### config.mk
export PLATFORM = sky130hd
export DESIGN_NAME = dtree
export DESIGN_NICKNAME = d
export VERILOG_FILES = /design/src/rtl/dtree_pkg.sv /design/src/rtl/dtree_node_mac.sv /design/src/rtl/dtree.sv
export SDC_FILE = /design/constraint.sdc
export NUM_CORES = 1
export LEC_CHECK = 0
export BUFFER_PORTS_ARGS = -buffer_cell sky130_fd_sc_hd__buf_2
export CAP_MARGIN = 10
export CORE_MARGIN = 2
export CORE_UTILIZATION = 50
export DETAILED_ROUTE_END_ITERATION = 8
export GPL_ROUTABILITY_DRIVEN = 0
export GPL_TIMING_DRIVEN = 0
export PLACE_DENSITY = 0.76
export RECOVER_POWER = 50
export SKIP_CTS_REPAIR_TIMING = 1
export SYNTH_ARGS = -nofsm -noshare
export SYNTH_HDL_FRONTEND = slang
export SYNTH_HIERARCHICAL = 1
export SYNTH_SLANG_ARGS = --single-unit
### constraint.sdc
create_clock -name clk -period 9.2 [get_ports clk]
set_input_delay 0.46 -clock clk [delete_from_list [all_inputs] [get_ports clk]]
set_output_delay 0.46 -clock clk [all_outputs]
set_load 0.05 [all_outputs]
### src/rtl/dtree_pkg.sv
// dtree_pkg: FSM states, the fixed two-node oblique tree and sizing helpers shared by the
// dtree classifier and its node MAC.
package dtree_pkg;

    typedef enum logic [1:0] {StCollect, StEvalRoot, StEvalChild} state_e;

    localparam int unsigned NodeCount = 2;
    localparam int unsigned NodeW = $clog2(NodeCount);
    typedef logic [NodeW-1:0] node_t;

    localparam node_t RootNode  = node_t'(0);
    localparam node_t ChildNode = node_t'(1);

    // Coefficients beyond TreeFeatures read as zero, so longer vectors still work.
    localparam int unsigned TreeFeatures = 3;
    localparam int NodeCoeff [NodeCount][TreeFeatures] = '{'{1, 0, 0}, '{0, 1, -1}};
    localparam int NodeThresh [NodeCount] = '{512, 0};

    // Leaf flag per node and branch, indexed [node][decision]; decision 1 = right.
    localparam bit NodeLeaf [NodeCount][2] = '{'{1'b1, 1'b0}, '{1'b1, 1'b1}};

    function automatic int node_coeff(input node_t n, input int unsigned i);
        int c;
        c = 0;
        for (int unsigned k = 0; k < TreeFeatures; k++) begin
            if (k == i) c = NodeCoeff[n][k];
        end
        return c;
    endfunction

    function automatic int node_thresh(input node_t n);
        return NodeThresh[n];
    endfunction

    function automatic int unsigned acc_width(input int unsigned in_w, input int unsigned coeff_w,
                                              input int unsigned features);
        return in_w + coeff_w + unsigned'($clog2(features)) + 1;
    endfunction

endpackage

### src/rtl/dtree_node_mac.sv
// dtree_node_mac: signed dot product of one tree node's coefficients with the feature vector.
// Default is one term per cycle; DTREE_PARALLEL_MAC_EN sums all terms combinationally.
module dtree_node_mac
    import dtree_pkg::*;
#(
    parameter int unsigned FEATURES    = 3,
    parameter int unsigned IN_WIDTH    = 10,
    parameter int unsigned COEFF_WIDTH = 4,
    parameter int unsigned ACC_WIDTH   = acc_width(IN_WIDTH, COEFF_WIDTH, FEATURES)
) (
`ifndef DTREE_PARALLEL_MAC_EN
    input  logic                              clk,
    input  logic                              reset,
`endif
    input  logic [FEATURES-1:0][IN_WIDTH-1:0] feat,
    input  node_t                             node,
    input  logic                              start,
    output logic signed [ACC_WIDTH-1:0]       acc,
    output logic                              done
);

    // Coefficient is sign-extended, sample zero-extended, before the multiply.
    function automatic logic signed [ACC_WIDTH-1:0] mac_term(input node_t n,
                                                             input logic [IN_WIDTH-1:0] x,
                                                             input int unsigned i);
        logic signed [COEFF_WIDTH-1:0] c;
        logic signed [ACC_WIDTH-1:0]   c_ext;
        logic signed [ACC_WIDTH-1:0]   x_ext;
        c     = COEFF_WIDTH'(node_coeff(n, i));
        c_ext = ACC_WIDTH'(c);
        x_ext = ACC_WIDTH'(x);
        return c_ext * x_ext;
    endfunction

`ifndef DTREE_PARALLEL_MAC_EN
    localparam int unsigned IdxW = $clog2(FEATURES);
    localparam logic [IdxW-1:0] LastIdx = IdxW'(FEATURES - 1);

    logic [IdxW-1:0]             idx_q;
    logic                        busy_q;
    logic signed [ACC_WIDTH-1:0] acc_q;
    logic                        run;

    always_comb begin
        run  = start | busy_q;
        acc  = acc_q + mac_term(node, feat[idx_q], 32'(idx_q));
        done = run && (idx_q == LastIdx);
    end

    // acc_q is cleared on the final term so the next node starts from zero.
    always_ff @(posedge clk) begin
        if (reset) begin
            idx_q  <= '0;
            busy_q <= 1'b0;
            acc_q  <= '0;
        end else if (run) begin
            idx_q  <= done ? '0 : idx_q + 1'b1;
            busy_q <= !done;
            acc_q  <= done ? '0 : acc;
        end
    end
`else
    always_comb begin
        acc = '0;
        for (int unsigned i = 0; i < FEATURES; i++) begin
            acc = acc + mac_term(node, feat[i], i);
        end
        done = start;
    end
`endif

endmodule

### src/rtl/dtree.sv
// dtree: oblique two-level decision-tree classifier over a valid/ready sample stream.
// Define DTREE_PARALLEL_MAC_EN for single-cycle node evaluation.
module dtree
    import dtree_pkg::*;
#(
    parameter int unsigned FEATURES    = 3,
    parameter int unsigned IN_WIDTH    = 10,
    parameter int unsigned COEFF_WIDTH = 4
) (
    input  logic                clk,
    input  logic                reset,
    output logic                ready,
    input  logic                in_valid,
    input  logic [IN_WIDTH-1:0] sample,
    output logic [1:0]          level,
    output logic [1:0]          path,
    output logic                out_valid
);

    localparam int unsigned ACC_WIDTH = acc_width(IN_WIDTH, COEFF_WIDTH, FEATURES);
    localparam int unsigned IdxW = $clog2(FEATURES);
    localparam logic [IdxW-1:0] LastIdx = IdxW'(FEATURES - 1);

    state_e                            state_q, state_d;
    logic [IdxW-1:0]                   idx_q, idx_d;
    logic [FEATURES-1:0][IN_WIDTH-1:0] feat_q, feat_d;
    logic                              d0_q, d0_d;
    logic                              start_q, start_d;
    logic [1:0]                        level_q, level_d;
    logic [1:0]                        path_q, path_d;
    logic                              out_valid_q, out_valid_d;

    node_t                       node_sel;
    logic signed [ACC_WIDTH-1:0] acc;
    logic signed [ACC_WIDTH-1:0] thresh;
    logic                        mac_done;
    logic                        decision;

    dtree_node_mac #(
        .FEATURES    (FEATURES),
        .IN_WIDTH    (IN_WIDTH),
        .COEFF_WIDTH (COEFF_WIDTH),
        .ACC_WIDTH   (ACC_WIDTH)
    ) u_mac (
`ifndef DTREE_PARALLEL_MAC_EN
        .clk   (clk),
        .reset (reset),
`endif
        .feat  (feat_q),
        .node  (node_sel),
        .start (start_q),
        .acc   (acc),
        .done  (mac_done)
    );

    always_comb begin
        node_sel = (state_q == StEvalChild) ? ChildNode : RootNode;
        thresh   = ACC_WIDTH'(node_thresh(node_sel));
        decision = (acc >= thresh);
    end

    always_comb begin
        state_d     = state_q;
        idx_d       = idx_q;
        feat_d      = feat_q;
        d0_d        = d0_q;
        start_d     = 1'b0;
        level_d     = level_q;
        path_d      = path_q;
        out_valid_d = 1'b0;

        unique case (state_q)
            StCollect: begin
                if (in_valid) begin
                    feat_d[idx_q] = sample;
                    if (idx_q == LastIdx) begin
                        idx_d   = '0;
                        state_d = StEvalRoot;
                        start_d = 1'b1;
                    end else begin
                        idx_d = idx_q + 1'b1;
                    end
                end
            end
            StEvalRoot: begin
                if (mac_done) begin
                    d0_d = decision;
                    if (NodeLeaf[RootNode][decision]) begin
                        level_d     = 2'd1;
                        path_d      = {1'b0, decision};
                        out_valid_d = 1'b1;
                        state_d     = StCollect;
                    end else begin
                        start_d = 1'b1;
                        state_d = StEvalChild;
                    end
                end
            end
            StEvalChild: begin
                if (mac_done) begin
                    level_d     = 2'd2;
                    path_d      = {decision, d0_q};
                    out_valid_d = 1'b1;
                    state_d     = StCollect;
                end
            end
            default: state_d = StCollect;
        endcase
    end

    always_ff @(posedge clk) begin
        if (reset) begin
            state_q     <= StCollect;
            idx_q       <= '0;
            feat_q      <= '0;
            d0_q        <= 1'b0;
            start_q     <= 1'b0;
            level_q     <= 2'd0;
            path_q      <= 2'd0;
            out_valid_q <= 1'b0;
        end else begin
            state_q     <= state_d;
            idx_q       <= idx_d;
            feat_q      <= feat_d;
            d0_q        <= d0_d;
            start_q     <= start_d;
            level_q     <= level_d;
            path_q      <= path_d;
            out_valid_q <= out_valid_d;
        end
    end

    assign ready     = (state_q == StCollect);
    assign level     = level_q;
    assign path      = path_q;
    assign out_valid = out_valid_q;

endmodule

* Word level (Yosys, flattened, before mapping) *
Index checks and enable logic that the tools add are counted.

operators by class
  bitwise logic cells = 3
  multipliers = 1
  magnitude comparators = 6
  add/sub/neg operators = 3
  reductions and logical operators = 10
  multiplexer cells = 44
  equal/unequal tests = 11

operators with widths
  cell                                                                     count
  68-bit 2-to-1 mux                                                        2
  65-bit 2-to-1 mux                                                        1
  17-bit 2-to-1 mux                                                        3
  30-bit bitwise mux                                                       1
  10-bit 2-to-1 mux                                                        3
  2-bit 2-to-1 mux                                                         13
  10-bit binary-select mux with 2-bit select                               1
  10-bit demux with 2-bit select                                           1
  17-bit adder                                                             1
  17-bit greater-or-equal comparator                                       1
  4-bit by 11-bit multiplier with 15-bit output                            1
  4-bit 2-to-1 mux                                                         3
  1-bit 2-to-1 mux                                                         11
  2-bit by 1-bit inequality test with 1-bit output, second input constant  4
  2-bit case mux with 2 select lines                                       2
  4-bit AND reduction                                                      2
  2-bit equality test, second input constant                               3
  2-bit by 3-bit < comparator with 1-bit output, second input constant     2
  2-bit case mux with 3 select lines                                       1
  2-bit by 1-bit adder with 2-bit output, second input constant            2
  2-bit greater-or-equal comparator, second input constant                 2
  2-bit logical NOT                                                        2
  1-bit inverter with 2-bit output                                         2
  1-bit case mux with 2 select lines                                       2
  other kinds (10)                                                         12

storage, ports and cells
  input port bits = 13
  register bits = 61
  output and inout bits = 6
  word-level logic and storage cells = 91

* Longest topological paths before layout *
  depth in word-level cells = 19
  depth in mapped cells = 24

* Hierarchy *
Netlist, hierarchy kept.

modules (own cells, without submodules)
  module          cells an instance  area each (um2)  times used
  dtree_node_mac  319                2,705.1          1
  dtree           203                1,657.8          1

* Worst setup path after synthesis *
Ideal clock, no wire load.

  path kind = flip-flop to flip-flop
  start point = register state_q[0]
  end point = register state_q[1]
  clock period less this slack = 5.715 ns
  cell stages (with the launch flop) = 25
  buffers on the path = 2
  data required time = 9.133 ns
  path slack = 3.485 ns
  arrival = 5.648 ns
  library setup time = 0.067 ns
  cells stage by stage = dfxtp_1 > inv_1 > ha_1 > clkbuf_1 > nand2_1 > clkbuf_1 > nor2_1 > ha_1 > a31o_2 > fa_1 > inv_1 > fa_1 > inv_1 > ha_1 > a21o_1 > a21oi_2 > nand2_1 > a21boi_0 > xnor2_1 > inv_1 > ha_1 > or4b_4 > or4_4 > a21o_1 > a21oi_2

on the way
  longest elaborated chain between the ends = 19

ends and longest elaborated chain
  item                                                        line                  source
  start, declared                                             dtree.sv:24           state_e state_q, state_d;
  start signal, assigned                                      dtree.sv:113          state_q <= StCollect;
  start signal, assigned                                      dtree.sv:122          state_q <= state_d;
  2-bit equality test (*)                                     dtree.sv:57           node_sel = (state_q == StEvalChild) ? ChildNode : RootNode;
  1-bit 2-to-1 mux (*)                                        dtree.sv:57
  1-bit inverter with 2-bit output (not written as such) (*)  dtree_pkg.sv:26       if (k == i) c = NodeCoeff[n][k];
  65-bit 2-to-1 mux (not written as such) (*)                 dtree_pkg.sv:26
  68-bit 2-to-1 mux (not written as such) (*) (2 in a row)    dtree_pkg.sv:26
  4-bit 2-to-1 mux (2 in a row)                               dtree_pkg.sv:26
  4-bit 2-to-1 mux (*)                                        dtree_pkg.sv:26
  4-bit by 11-bit multiplier with 15-bit output (*)           dtree_node_mac.sv:32  return c_ext * x_ext;
  17-bit adder (*)                                            dtree_node_mac.sv:46  acc = acc_q + mac_term(node, feat[idx_q], 32'(idx_q));
  net acc[9]                                                  dtree.sv:34           logic signed [ACC_WIDTH-1:0] acc;
  17-bit greater-or-equal comparator (*)                      dtree.sv:59           decision = (acc >= thresh);
  1-bit inverter with 2-bit output (not written as such) (*)  dtree.sv:88           if (NodeLeaf[RootNode][decision]) begin
  1-bit 2-to-1 mux (not written as such) (*) (3 in a row)     dtree.sv:88
  2-bit 2-to-1 mux (*)                                        dtree.sv:88
  2-bit 2-to-1 mux (*)                                        dtree.sv:86           if (mac_done) begin
  2-bit case mux with 3 select lines (*)                      dtree.sv:72           unique case (state_q)

The timed path passes the listed nets; every way through them passes the cells marked *. The select of a mux whose other input is x is not followed.
A chain may end at the register's enable or synchronous reset.

* Final worst setup path *
Same ends and word-level chain as after synthesis.

==> results.txt <==
outcome: complete, no violations
Clock Path Buffers: 2
ANT nets after route: 0
number of synthesized flops with an enable pin: 0
drt drc: 0
peak supply drop: 0.113 mV
asr flop ratio synth: 0
RSZ-0062 raised after global routing: false
remaining global-route overflow: 0
Clock Latency Late Sink: 340 ps
Mapped Area: 4360 sq um
Worst Hold Launch: sample[7]
Rows: 34
CP Cell Sequence: inv_1 -> ha_1 -> clkbuf_1 -> nand2_1 -> clkbuf_1 -> nor2_1 -> ha_1 -> a31o_2 -> fa_1 -> inv_1 -> fa_1 -> inv_1 -> ha_1 -> a21o_1 -> a21oi_2 -> nand2_1 -> a21boi_0 -> xnor2_1 -> inv_1 -> ha_1 -> or4b_4 -> or4_4 -> a21o_1 -> a21oi_2
Crit path required time: 9480 ps
DIE AREA: 9490 sq um
fmax: 153 MHz
CP delay by family, top: adder cells
routed vias: 3634
Synth area leader: dfxtp_1
most frequent cells after synthesis: 83 x nand2_1, 63 x inv_1, 61 x dfxtp_1
CP Launch Type: flip-flop
n_diodes: 0
post-synthesis net count: 603
vias in the first global route: 3415
# H-tree levels: 3
initial DRC count: 136
# Max-Cap Violations: 0
clock-pin slew on the worst setup and hold paths: 70 ps
Synth top area share: 0.280
Max-slew headroom: 0.270
post-synth cell types: 51
worst hold path type: input port to flip-flop
share of post-route cells with drive strength above 1: 0.0685
first-pass GRT wire length: 15.8 mm
slowest CP cell: or4_4
fillcell total: 799
setup tns final: 0 ps
P_leak: 2.18 nW
CP Buf/Inv Count: 6
Ports: 19
sequential fraction of the synthesis area: 0.280
clk sink count: 61
initial antenna violation count: 0
multi-input logic area: 2820 sq um
area taken by flip-flops and latches: 1220 sq um
Mapped Cells: 522
reg2reg start: state_q[0]
DRT Pass-1 Iters: 4
routed length per placed instance: 14.2 um
Hold WS: 375 ps
largest net degree at the start of global routing: 13
fin crit period: 6530 ps
worst slew pin tran: 1090 ps
top_reg_cell synth: dfxtp_1
critical path type: flip-flop to flip-flop
count leader, synth: nand2_1
crit-path max FO: 10
Setup crit end kind: flip-flop
CP arrival: 6810 ps
syn_area_per_cell: 8.36 sq um
crit path from: state_q[0]
final setup vio count: 0
Final Cycle Share: 0.710
Yosys reg bits: 61
largest cells by area after synthesis: dfxtp_1 28%, ha_1 13%, fa_1 11%, nand2_1 7.1%, a21oi_1 6.2%
TritonCTS clock tree: done
total CTS buffers: 9
final max-slew violation count: 0
initial core utilization: 0.508
P&R area growth vs syn: 8.63%
power per cell area: 116 nW/um^2
drt total wl: 9.40 mm
DR vias/cell: 5.48
Post-Route Skew: 7.45 ps
Root Driver: clkbuf_8
Die Y: 97.4 um
Nets: 632
Core Area: 8590 sq um
Die X: 97.4 um
Total GRT Usage: 0.203
dpl hpwl: 7.50 mm
CP peak stage delay: 540 ps
final hold violations: 0
# port buffers: 18
Yosys Warn Count: 6
-- sequential cells by signal, indices dropped and copies added, names as in the netlist --
signal / cells
path: 2
feat_q: 30
start_q: 1
idx_q: 2
out_valid: 1
level: 2
u_mac/busy_q: 1
u_mac/acc_q: 17
state_q: 2
u_mac/idx_q: 2
d0_q: 1
-- power by group --
| part | total (mW) | switching [mW] | internal (mW) |
|---|---|---|---|
| registers | 0.275 | 0.00408 | 0.271 |
| clock network | 0.212 | 0.110 | 0.103 |
| logic | 0.0648 | 0.0412 | 0.0237 |
-- area by class of cell --
type                    instances  area share
clock buffers                  11      0.0298
plain buffers                  18      0.0145
well taps                     108      0.0285
clock inverters                 4     0.00528
multi-input cells             378       0.595
repair buffers                 18      0.0174
flip-flops and latches         61       0.258
inverters                      65      0.0515
-- final timing paths --
kind	end	slack, ps	cells after the start
max reg2reg	state_q[1]	2670	24
min	feat_q[7]	370	3
max	state_q[1]	2670	24
min reg2reg	feat_q[10]	460	2
-- layout by cell type (no fill, tap or decap), types with 2 or more instances in the layout --
| cell type | n |
|---|---|
| or3_1 | 3 |
| o21ai_0 | 9 |
| fa_1 | 24 |
| nor3b_1 | 3 |
| xor2_1 | 7 |
| a21oi_2 | 3 |
| nor4_1 | 2 |
| o31ai_1 | 4 |
| nor3_1 | 6 |
| clkinv_2 | 2 |
| nand4_1 | 4 |
| a22oi_1 | 7 |
| nor2b_1 | 5 |
| inv_1 | 63 |
| clkbuf_8 | 10 |
| nand2b_1 | 4 |
| mux2i_1 | 3 |
| nor2_1 | 26 |
| a21oi_1 | 54 |
| a21boi_0 | 2 |
| dfxtp_1 | 61 |
| clkinvlp_4 | 2 |
| nand2_1 | 83 |
| buf_2 | 13 |
| o21bai_1 | 8 |
| a31o_2 | 2 |
| and3_1 | 8 |
| or4_4 | 2 |
| a211oi_1 | 2 |
| o21a_1 | 2 |
| ha_1 | 44 |
| a22o_1 | 15 |
| o2111ai_1 | 4 |
| nand4b_1 | 2 |
| a21o_1 | 8 |
| a31oi_1 | 5 |
| xnor2_1 | 14 |
| clkbuf_1 | 24 |
| and2_1 | 2 |
-- metal layers --
layer	track usage	routed length, um	vias to the layer above	part of all wire
met4	0.0897	296	0	0.032
met1	0.257	4290	1698	0.46
met5	0	0	-	0
met3	0.0388	353	21	0.038
met2	0.337	4450	81	0.47
li1	-	-	1834	-
-- worst min-delay path: stages --
cell     delay, ps
buf_2          120
nand2_1         50
a21oi_1         50
-- cells by family (layout without fill, tap and decap cells) --
| kind of cell | Yosys count | after routing | share of synthesized area |
|---|---|---|---|
| xor+xnor | 21 | 21 | 0.0422 |
| compound gates | 129 | 129 | 0.191 |
| buf+inv | 83 | 116 | 0.0723 |
| flops | 61 | 61 | 0.280 |
| fa+ha+maj | 68 | 68 | 0.236 |
| mux | 3 | 3 | 0.00688 |
| simple gates | 157 | 157 | 0.171 |
-- through the flow --
stage | power, mW | util | setup slack [ps] | std cells | instance area [sq um]
after global placement | 0.343 | 0.534 | 2830 | 648 | 4590
final | 0.552 | 0.552 | 2670 | 663 | 4740
after floorplan | 0.326 | - | 3480 | 522 | 4360
after detailed placement | 0.346 | 0.534 | 2690 | 648 | 4590
after global routing | 0.575 | 0.552 | 2280 | 663 | 4740
after CTS | 0.555 | 0.553 | 2650 | 663 | 4750
Power figures use the tool's default switching activity.
